### src/rtl/decode_pkg.sv
// rtl/decode_pkg.sv - shared types, station codes and immediate helper for the multi-lane decode queue
package decode_pkg;

    localparam int DEC_XLEN = 32;

    localparam logic [2:0] RS_ALU    = 3'd0;
    localparam logic [2:0] RS_BRANCH = 3'd1;
    localparam logic [2:0] RS_LSU    = 3'd2;
    localparam logic [2:0] RS_MULDIV = 3'd3;
    localparam logic [2:0] RS_JUMP   = 3'd4;
    localparam logic [2:0] RS_NONE   = 3'd7;

    localparam logic [6:0] OPC_OP     = 7'b0110011;
    localparam logic [6:0] OPC_OP_IMM = 7'b0010011;
    localparam logic [6:0] OPC_LOAD   = 7'b0000011;
    localparam logic [6:0] OPC_STORE  = 7'b0100011;
    localparam logic [6:0] OPC_BRANCH = 7'b1100011;
    localparam logic [6:0] OPC_JAL    = 7'b1101111;
    localparam logic [6:0] OPC_JALR   = 7'b1100111;
    localparam logic [6:0] OPC_LUI    = 7'b0110111;
    localparam logic [6:0] OPC_AUIPC  = 7'b0010111;

    typedef enum logic [3:0] {
        ALU_ADD    = 4'd0,
        ALU_SUB    = 4'd1,
        ALU_SLL    = 4'd2,
        ALU_SLT    = 4'd3,
        ALU_SLTU   = 4'd4,
        ALU_XOR    = 4'd5,
        ALU_SRL    = 4'd6,
        ALU_SRA    = 4'd7,
        ALU_OR     = 4'd8,
        ALU_AND    = 4'd9,
        ALU_PASSB  = 4'd10,
        ALU_MULDIV = 4'd11
    } alu_ctrl_e;

    typedef enum logic [2:0] {
        IMM_NONE = 3'd0,
        IMM_I    = 3'd1,
        IMM_S    = 3'd2,
        IMM_B    = 3'd3,
        IMM_U    = 3'd4,
        IMM_J    = 3'd5
    } imm_src_e;

    // flags = {mem_write, branch, is_jal, is_jalr, is_lui, is_auipc, use_imm, reg_write}
    typedef struct packed {
        logic [DEC_XLEN-1:0] pc;
        alu_ctrl_e           alu_control;
        logic [DEC_XLEN-1:0] imm_ext;
        logic [2:0]          rs_station;
        logic [7:0]          flags;
        logic                illegal;
    } decoded_instr_t;

    function automatic logic [DEC_XLEN-1:0] imm_gen(input logic [31:0] ins, input imm_src_e src);
        case (src)
            IMM_I:   imm_gen = {{20{ins[31]}}, ins[31:20]};
            IMM_S:   imm_gen = {{20{ins[31]}}, ins[31:25], ins[11:7]};
            IMM_B:   imm_gen = {{19{ins[31]}}, ins[31], ins[7], ins[30:25], ins[11:8], 1'b0};
            IMM_U:   imm_gen = {ins[31:12], 12'b0};
            IMM_J:   imm_gen = {{11{ins[31]}}, ins[31], ins[19:12], ins[20], ins[30:21], 1'b0};
            default: imm_gen = '0;
        endcase
    endfunction

endpackage

### src/rtl/instr_decode_lane.sv
// rtl/instr_decode_lane.sv - combinational single-instruction decode into a queue entry
module instr_decode_lane
    import decode_pkg::*;
(
    input  logic [DEC_XLEN-1:0] instr,
    input  logic [DEC_XLEN-1:0] pc,
    output decoded_instr_t      dec
);

    logic [6:0] opcode;
    logic [2:0] funct3;
    logic       f7_alt;
    logic       f7_muldiv;
    alu_ctrl_e  alu_f3;
    alu_ctrl_e  alu_ctrl;
    imm_src_e   imm_src;
    logic [2:0] rs_station;
    logic       mem_write, branch, is_jal, is_jalr, is_lui, is_auipc, use_imm, reg_write, illegal;

    assign opcode    = instr[6:0];
    assign funct3    = instr[14:12];
    assign f7_alt    = instr[30];
    assign f7_muldiv = (instr[31:25] == 7'b0000001);

    always_comb begin
        case (funct3)
            3'b000:  alu_f3 = ALU_ADD;
            3'b001:  alu_f3 = ALU_SLL;
            3'b010:  alu_f3 = ALU_SLT;
            3'b011:  alu_f3 = ALU_SLTU;
            3'b100:  alu_f3 = ALU_XOR;
            3'b101:  alu_f3 = f7_alt ? ALU_SRA : ALU_SRL;
            3'b110:  alu_f3 = ALU_OR;
            default: alu_f3 = ALU_AND;
        endcase
    end

    always_comb begin
        alu_ctrl   = ALU_ADD;
        imm_src    = IMM_NONE;
        rs_station = RS_NONE;
        mem_write  = 1'b0;
        branch     = 1'b0;
        is_jal     = 1'b0;
        is_jalr    = 1'b0;
        is_lui     = 1'b0;
        is_auipc   = 1'b0;
        use_imm    = 1'b0;
        reg_write  = 1'b0;
        illegal    = 1'b0;
        case (opcode)
            OPC_OP: begin
                reg_write = 1'b1;
                if (f7_muldiv) begin
                    rs_station = RS_MULDIV;
                    alu_ctrl   = ALU_MULDIV;
                end else begin
                    rs_station = RS_ALU;
                    alu_ctrl   = (funct3 == 3'b000 && f7_alt) ? ALU_SUB : alu_f3;
                end
            end
            OPC_OP_IMM: begin
                // funct7 bit 30 is part of the immediate except for shifts, so no SUB here
                reg_write  = 1'b1;
                use_imm    = 1'b1;
                rs_station = RS_ALU;
                imm_src    = IMM_I;
                alu_ctrl   = alu_f3;
            end
            OPC_LOAD: begin
                reg_write  = 1'b1;
                use_imm    = 1'b1;
                rs_station = RS_LSU;
                imm_src    = IMM_I;
            end
            OPC_STORE: begin
                mem_write  = 1'b1;
                use_imm    = 1'b1;
                rs_station = RS_LSU;
                imm_src    = IMM_S;
            end
            OPC_BRANCH: begin
                branch     = 1'b1;
                rs_station = RS_BRANCH;
                imm_src    = IMM_B;
                alu_ctrl   = ALU_SUB;
            end
            OPC_JAL: begin
                is_jal     = 1'b1;
                reg_write  = 1'b1;
                rs_station = RS_JUMP;
                imm_src    = IMM_J;
            end
            OPC_JALR: begin
                is_jalr    = 1'b1;
                reg_write  = 1'b1;
                rs_station = RS_JUMP;
                imm_src    = IMM_I;
            end
            OPC_LUI: begin
                is_lui     = 1'b1;
                reg_write  = 1'b1;
                use_imm    = 1'b1;
                rs_station = RS_ALU;
                imm_src    = IMM_U;
                alu_ctrl   = ALU_PASSB;
            end
            OPC_AUIPC: begin
                is_auipc   = 1'b1;
                reg_write  = 1'b1;
                use_imm    = 1'b1;
                rs_station = RS_ALU;
                imm_src    = IMM_U;
            end
            default: illegal = 1'b1;
        endcase
    end

    always_comb begin
        dec.pc          = pc;
        dec.alu_control = alu_ctrl;
        dec.imm_ext     = imm_gen(instr, imm_src);
        dec.rs_station  = rs_station;
        dec.flags       = {mem_write, branch, is_jal, is_jalr, is_lui, is_auipc, use_imm, reg_write};
        dec.illegal     = illegal;
    end

endmodule

### src/rtl/decode_queue_multi.sv
// rtl/decode_queue_multi.sv - multi-lane decode into a circular queue with in-order single dispatch
module decode_queue_multi
    import decode_pkg::*;
#(
    parameter int XLEN    = DEC_XLEN,
    parameter int FETCH_W = 2,
    parameter int DEPTH   = 8,
    parameter int NUM_RS  = 5
) (
    input  logic                       clk,
    input  logic                       reset_n,
    input  logic                       flush,
    input  logic [FETCH_W-1:0]         fetch_valid,
    input  logic [FETCH_W*XLEN-1:0]    fetch_instr,
    input  logic [XLEN-1:0]            fetch_pc,
    output logic                       fetch_ready,
    input  logic [NUM_RS-1:0]          rs_full,
    input  logic                       disp_ready,
    output logic                       disp_valid,
    output logic [XLEN-1:0]            disp_pc,
    output logic [3:0]                 disp_aluControl,
    output logic [XLEN-1:0]            disp_immExt,
    output logic [2:0]                 disp_rsStation,
    output logic [7:0]                 disp_flags,
    output logic                       disp_illegal,
    output logic [$clog2(DEPTH+1)-1:0] occupancy
);

    localparam int PW = $clog2(DEPTH);
    localparam int CW = $clog2(DEPTH + 1);

    decoded_instr_t lane_dec [FETCH_W];
    decoded_instr_t entries_q [DEPTH];
    decoded_instr_t entries_d [DEPTH];
    logic [PW-1:0]  head_q, head_d;
    logic [PW-1:0]  tail_q, tail_d;
    logic [CW-1:0]  count_q, count_d;
    logic [PW-1:0]  wr_ptr;
    logic [CW-1:0]  enq_cnt;
    decoded_instr_t head_e;
    logic [7:0]     rs_full_ext;
    logic           station_ok;
    logic           fire;

    for (genvar g = 0; g < FETCH_W; g++) begin : g_lane
        instr_decode_lane u_dec (
            .instr (fetch_instr[g*XLEN +: XLEN]),
            .pc    (fetch_pc + XLEN'(4 * g)),
            .dec   (lane_dec[g])
        );
    end

    // Free space uses the registered count only; a same-cycle dispatch is not credited.
    assign fetch_ready = reset_n && !flush && ((CW'(DEPTH) - count_q) >= CW'(FETCH_W));

    assign head_e      = entries_q[head_q];
    assign rs_full_ext = 8'(rs_full);
    assign station_ok  = (head_e.rs_station == RS_NONE) || !rs_full_ext[head_e.rs_station];
    assign disp_valid  = (count_q != '0) && station_ok;
    assign fire        = disp_valid && disp_ready;

    assign disp_pc         = head_e.pc;
    assign disp_aluControl = head_e.alu_control;
    assign disp_immExt     = head_e.imm_ext;
    assign disp_rsStation  = head_e.rs_station;
    assign disp_flags      = head_e.flags;
    assign disp_illegal    = head_e.illegal;
    assign occupancy       = count_q;

    always_comb begin
        entries_d = entries_q;
        head_d    = head_q;
        tail_d    = tail_q;
        count_d   = count_q;
        wr_ptr    = tail_q;
        enq_cnt   = '0;
        if (flush) begin
            head_d  = '0;
            tail_d  = '0;
            count_d = '0;
        end else begin
            // Valid lanes are packed into consecutive slots in lane order, skipping gaps.
            if (fetch_ready) begin
                for (int i = 0; i < FETCH_W; i++) begin
                    if (fetch_valid[i]) begin
                        entries_d[wr_ptr] = lane_dec[i];
                        wr_ptr            = wr_ptr + PW'(1);
                        enq_cnt           = enq_cnt + CW'(1);
                    end
                end
            end
            tail_d = wr_ptr;
            if (fire) begin
                head_d = head_q + PW'(1);
            end
            count_d = count_q + enq_cnt - CW'(fire);
        end
    end

    always_ff @(posedge clk or negedge reset_n) begin
        if (!reset_n) begin
            head_q  <= '0;
            tail_q  <= '0;
            count_q <= '0;
            for (int i = 0; i < DEPTH; i++) begin
                entries_q[i] <= '0;
            end
        end else begin
            head_q    <= head_d;
            tail_q    <= tail_d;
            count_q   <= count_d;
            entries_q <= entries_d;
        end
    end

endmodule

### config.mk
export PLATFORM = sky130hd
export DESIGN_NAME = decode_queue_multi
export DESIGN_NICKNAME = d
export VERILOG_FILES = /design/src/rtl/decode_pkg.sv /design/src/rtl/instr_decode_lane.sv /design/src/rtl/decode_queue_multi.sv
export SDC_FILE = /design/constraint.sdc
export NUM_CORES = 2
export LEC_CHECK = 0
export ABC_AREA = 1
export CAP_MARGIN = 15
export CORE_UTILIZATION = 55
export DETAILED_ROUTE_END_ITERATION = 10
export PLACE_DENSITY = 0.74
export SYNTH_ARGS = -nofsm -noshare
export SYNTH_HDL_FRONTEND = slang
export SYNTH_SLANG_ARGS = --single-unit
### constraint.sdc
create_clock -name clk -period 7.2 [get_ports clk]
set_input_delay 1.44 -clock clk [delete_from_list [all_inputs] [get_ports clk]]
set_output_delay 1.44 -clock clk [all_outputs]
set_load 0.02 [all_outputs]
# Word-level counts from Yosys, hierarchy flattened
# Index checks and enable logic that the tools add are counted.
[op_classes] addsub=8 multipliers=0 div_mod_pow=0 order_cmp=7 eq_ne=43 n_shift=0 muxes=66 n_bitwise=4 n_reduce_logical=33
[op_table] op="$mux W640" count=4
[op_table] op="$bwmux W640" count=2
[op_table] op="$demux W80 S3" count=2
[op_table] op="$mux W80" count=4
[op_table] op="$pmux W32 S5" count=2
[op_table] op="$bmux W80 S3" count=1
[op_table] op="$pmux W3 S5" count=4
[op_table] op="$pmux W4 S7" count=2
[op_table] op="$eq A7 B6 Y1 const B" count=6
[op_table] op="$eq A7 B7 Y1 const B" count=6
[op_table] op="$mux W4" count=10
[op_table] op="$eq A3 B3 Y1 const B" count=11
[op_table] op="$add A32 B3 Y32 const B" count=1
[op_table] op="$pmux W4 S4" count=2
[op_table] op="$eq A7 B5 Y1 const B" count=4
[op_table] op="$eq A3 B2 Y1 const B" count=8
[op_table] op="$mux W3" count=8
[op_table] op="$mux W1" count=22
[op_table] op="$reduce_or A9 Y1" count=2
[op_table] op="$eq A7 B1 Y1 const B" count=2
[op_table] op="$eq A7 B2 Y1 const B" count=2
[op_table] op="$reduce_or A7 Y1" count=2
[op_table] op="$eq A3 B1 Y1 const B" count=4
[op_table] op="$ge A4 B4 Y1 const B" count=3
[op_table] op="other kinds (22)" count=47
[word_totals] ff_bits=650 latchBits=0 ramBits=0 rom_bits=0 inputBits=107 out_inout_bits=86 n_memories=0

# Depth between registers and ports, before layout
[depth] ltp_word=12 depth_mapped=21 mapped_depth_nobuf=19

# Cells and area by module
# Synthesis repeated with hierarchy kept, for this count alone.
[unflattened] hier_cells=6004 area_unflattened_um2=42426.9
[by_module_without_submodules] mod="decode_queue_multi" instances=1 cells_per_inst=5508 area_per_inst_um2=39819.4 seq_area_each_um2=16265.6
[by_module_without_submodules] mod="instr_decode_lane" instances=2 cells_per_inst=248 area_per_inst_um2=1303.8 seq_area_each_um2=0.0

# Worst setup path after synthesis
# OpenSTA, ideal clock, no wires.
[synth_path] kind="input -> output" start="input port flush" end="output port fetch_ready" arrival_time_ns=2.744 required_time_ns=5.760 path_slack_ns=3.016 cell_stages=7 n_path_buf=4 cell_sequence="clkbuf_1 -> nor2_1 -> nand2_1 -> buf_4 -> inv_2 -> clkbuf_1 -> clkbuf_1"
[synth_via] elab_chain_len=3
[synth_lines] item="start, declared" line="decode_queue_multi.sv:12" rtl="input logic flush,"
[synth_lines] item="$logic_not A1 Y1" line="decode_queue_multi.sv:54" rtl="assign fetch_ready = reset_n && !flush && ((CW'(DEPTH) - count_q) >= CW'(FETCH_W));"
[synth_lines] item="$logic_and A1 B1 Y1 (2 in a row)" line="decode_queue_multi.sv:54"
[synth_lines] item="end, declared" line="decode_queue_multi.sv:16" rtl="output logic fetch_ready,"
# Every way passes these cells.

# Worst setup path in the final report
[layout_path] start="register head_q[0]" end="output port disp_immExt[1]"
[layout_via] elab_chain_len=4
[layout_lines] item="start, declared" line="decode_queue_multi.sv:35" rtl="logic [PW-1:0] head_q, head_d;"
[layout_lines] item="start signal, assigned" line="decode_queue_multi.sv:102" rtl="head_q <= '0;"
[layout_lines] item="start signal, assigned" line="decode_queue_multi.sv:109" rtl="head_q <= head_d;"
[layout_lines] item="$not A3 Y4 (implied by the code)" line="decode_queue_multi.sv:56" rtl="assign head_e = entries_q[head_q];"
[layout_lines] item="$bmux W80 S3" line="decode_queue_multi.sv:56"
[layout_lines] item="$mux W80 (implied by the code) (2 in a row)" line="decode_queue_multi.sv:56"
[layout_lines] item="end, declared" line="decode_queue_multi.sv:22" rtl="output logic [XLEN-1:0] disp_immExt,"
# Every way passes these cells. The select of a mux whose other input is x is not followed.

==> flow_summary.toml <==
[critical_path]
crit_family = "buffers and inverters"
arrival_ps = 4540
crit_chain = "inv_8, buf_4, o21ai_0, nand2_1, nor2_1, a31oi_1, clkdlybuf4s50_1"
crit_buf_inv = 3
crit_type = "flop to output pin"
crit_required_ps = 5760
rrSetupSlack_ps = 2460
worstReg2RegEnd = "occupancy[2]"
start_kind = "flop"
reg2reg_from = "head_q[0]"
end_kind = "output pin"
r2r_cells = 16
worstPathMaxFanout = 130
slowest_stage = "clkdlybuf4s50_1"
max_stage_delay_ps = 760

[place]
place_congestion = 0.9899
io_buffer_count = 192
dp_slack_ps = 1932
dp_hpwl_um = 92070

[clocking]
cts.clk_slew.worst_paths_ps = 70
htreeDepth = 3
cts_made_buffers = 73
cts_root_buffer = "clkbuf_16"
ctsHoldBuffers = 0
cts_buffer_depth = 3
clkLatencyLatePin_ps = 640
cts_tree = "built"
ctsResizeCount = 0
postCtsSetupBuffers = 0
cts.sinks = 650

[sta]
slew_headroom = 0.1781
fin_crit_ps = 5982
hold_viol = 0
clock_skew_ps = 20.53
tightest_slew_ps = 1233
rsz0062_at_grt = "false"
fmax_mhz = 167.2
fin_ws_ps = 1218
finalCritPeriodShare = 0.8308
slew_violations = 0
fin_setup_tns_ps = 0
final-setup-viol-count = 0

[pwr]
vdd_drop_max_uv = 448.1
power_mw = 18.37
p_leak_nw = 20.33
p_per_area_mw_per_mm2 = 414.4

[floorplanning]
rows = 98
initial_utilization = 0.5576
die_y_um = 271.4
ios = 193
die_w_um = 271.4
core_area_sq_mm = 0.07161
dieArea_sq_mm = 0.07368

[synth]
synth_nets = 5790
synth-edff-count = 0
yosysSeqAreaShare = 0.4074
ys_seq_elements = 650
synthesis.area_sq_mm = 0.03993
yosysWarnings = 0
synth_ff_type = "dfrtp_1"
async_reset_ff_frac = 1.000
synthCells = 5669
synth_area_per_cell_sq_um = 7.043
synth_cell_types = 51

[worst_hold_path]
min_from = "entries_q[340]"
holdPathStages = 1
hold_path_end = "entries_q[340]"
holdCritPathClass = "flop to flop"

[job]
max-cap-violations = 0

[global_route]
grt.total_usage = 0.4315
antenna_found_initial = 2
grt_pass1_wl_um = 246000
grt_max_degree = 238
first_global_vias = 40380
grt_overflow = 0

[layout]
nNetsFinal = 5689
syn2layout_area_growth_pct = 11.03
drive_gt1_frac = 0.05510

[detailed_routing]
drc = 0
drt_iter0_drc = 7025
vias_per_cell = 6.644
wl_um = 162700
dr.pass1.iters = 6
vias = 43700
ant_nets = 0
routedWlPerCell_um = 24.73

[status]
outcome = "finished, final reports clean"
## worst max path at each step
| stage | startpoint | end | slack [ps] | cells past startpoint |
|---|---|---|---|---|
| 4_1_cts | head_q[0] | disp_immExt[1] | 1380 | 7 |
| 3_3_place_gp | flush | entries_q[597] | 1980 | 10 |
| 3_5_place_dp | flush | entries_q[592] | 1930 | 10 |
| 2_1_floorplan | flush | fetch_ready | 3020 | 7 |
| 6_report | head_q[0] | disp_immExt[1] | 1220 | 7 |
| 5_1_grt | head_q[0] | disp_immExt[1] | 1190 | 7 |
## logic make-up after synthesis
group                      count (synthesis)  share of synthesized area
DFF                                      650                     0.4074
buffers and inverters                    997                    0.09936
and+or+nand+nor                         2184                     0.2295
adders and majority gates                 14                   0.004575
AOI/OAI and AO/OA                       1807                     0.2554
xor gates and xnor gates                  17                   0.003729
## metrics by stage
stage	std cells	hold WS, ps	util	instance area [sq um]
CTS	6574	474.7	0.6188	44310
detailed placement	6441	460.5	0.5856	41930
finish	6577	475.1	0.6191	44340
global placement	6440	454.8	0.5853	41910
floorplan	5669	443.9	-	39930
global route	6576	494.6	0.6191	44330
## registers in the layout (all words and copies together), names as in the netlist
register,flops
entries_q,640
head_q,3
occupancy,4
tail_q,3
## worst reg2reg max path, cell delays in order, from the launching register on
cell and delay [ps]:
dfrtp_4 720, inv_8 800, nand2_1 190, nand3_1 110, nand2_1 90, o21ai_0 680, nand2_1 130, nor2_1 310
nor2_1 130, nand3_1 190, inv_1 70, ha_1 280, inv_1 40, ha_1 200, fa_1 440, xnor2_1 180
nor2_1 50
## layer usage
| layer | part of all wire | wire (um) | GRT usage |
|---|---|---|---|
| met3 | 0.14 | 23300 | 0.1143 |
| met5 | 0.00042 | 69 | 0 |
| met2 | 0.42 | 67840 | 0.6280 |
| met4 | 0.073 | 11810 | 0.2714 |
| met1 | 0.37 | 59660 | 0.5710 |
## Yosys cell counts, types with 14 or more instances
cell	count	area (sq um)
nand2_1	1096	4114
o21ai_0	723	3618
dfrtp_1	650	16270
nor2_1	540	2027
inv_1	509	1911
a21oi_1	477	2387
nand3_1	375	1877
clkbuf_1	272	1021
o22ai_1	231	1445
o211ai_1	122	915.9
buf_2	111	555.5
nand4_1	106	663.1
a31oi_1	77	481.7
buf_1	47	176.4
a22oi_1	46	345.3
o21ai_1	41	205.2
inv_2	35	131.4
o2111ai_1	23	201.4
nor3_1	21	105.1
o221ai_1	19	166.4
buf_4	14	105.1
## where the power goes
group | switching, mW | internal (mW)
Sequential | 0.823 | 5.14
Combinational | 5.68 | 2.94
Clock | 1.65 | 2.15
## cell type report
class | count | area (sq um)
timing repair buffer | 275 | 2641
multi-input combinational | 4022 | 19770
inverter | 546 | 2074
sequential | 650 | 16270
clock inverter | 22 | 181.4
tap | 950 | 1189
fill | 6508 | 27270
clock buffer | 111 | 2200
antenna | 1 | 2.502
## cells in the final DEF, fill, tap and decap left out, types with 7 or more instances in the layout
master           netlist  layout
a221oi_1              11      11
clkdlybuf4s50_1        0     191
a22oi_1               46      46
nand2_1             1096    1091
o21ai_0              723     723
o2111ai_1             23      23
o211ai_1             122     122
clkbuf_1             272      15
clkinv_2               0      12
clkbuf_16              0      73
o21ai_1               41      41
nor2_4                 7      18
nor2_1               540     538
ha_1                  13      13
buf_12                 0       7
buf_4                 14      75
o31ai_1                9       9
o221ai_1              19      19
a31oi_1               77      77
a21oi_1              477     477
o22ai_1              231     231
dfrtp_1              650     648
inv_2                 35      36
nand3_1              375     375
xor2_1                13      13
inv_6                  0       7
nand2_2               10      14
clkbuf_8               0      23
inv_1                509     505
nor3_1                21      21
nand4_1              106     106
a21oi_2                9       9
No activity file was read; power rests on OpenSTA's default activity.
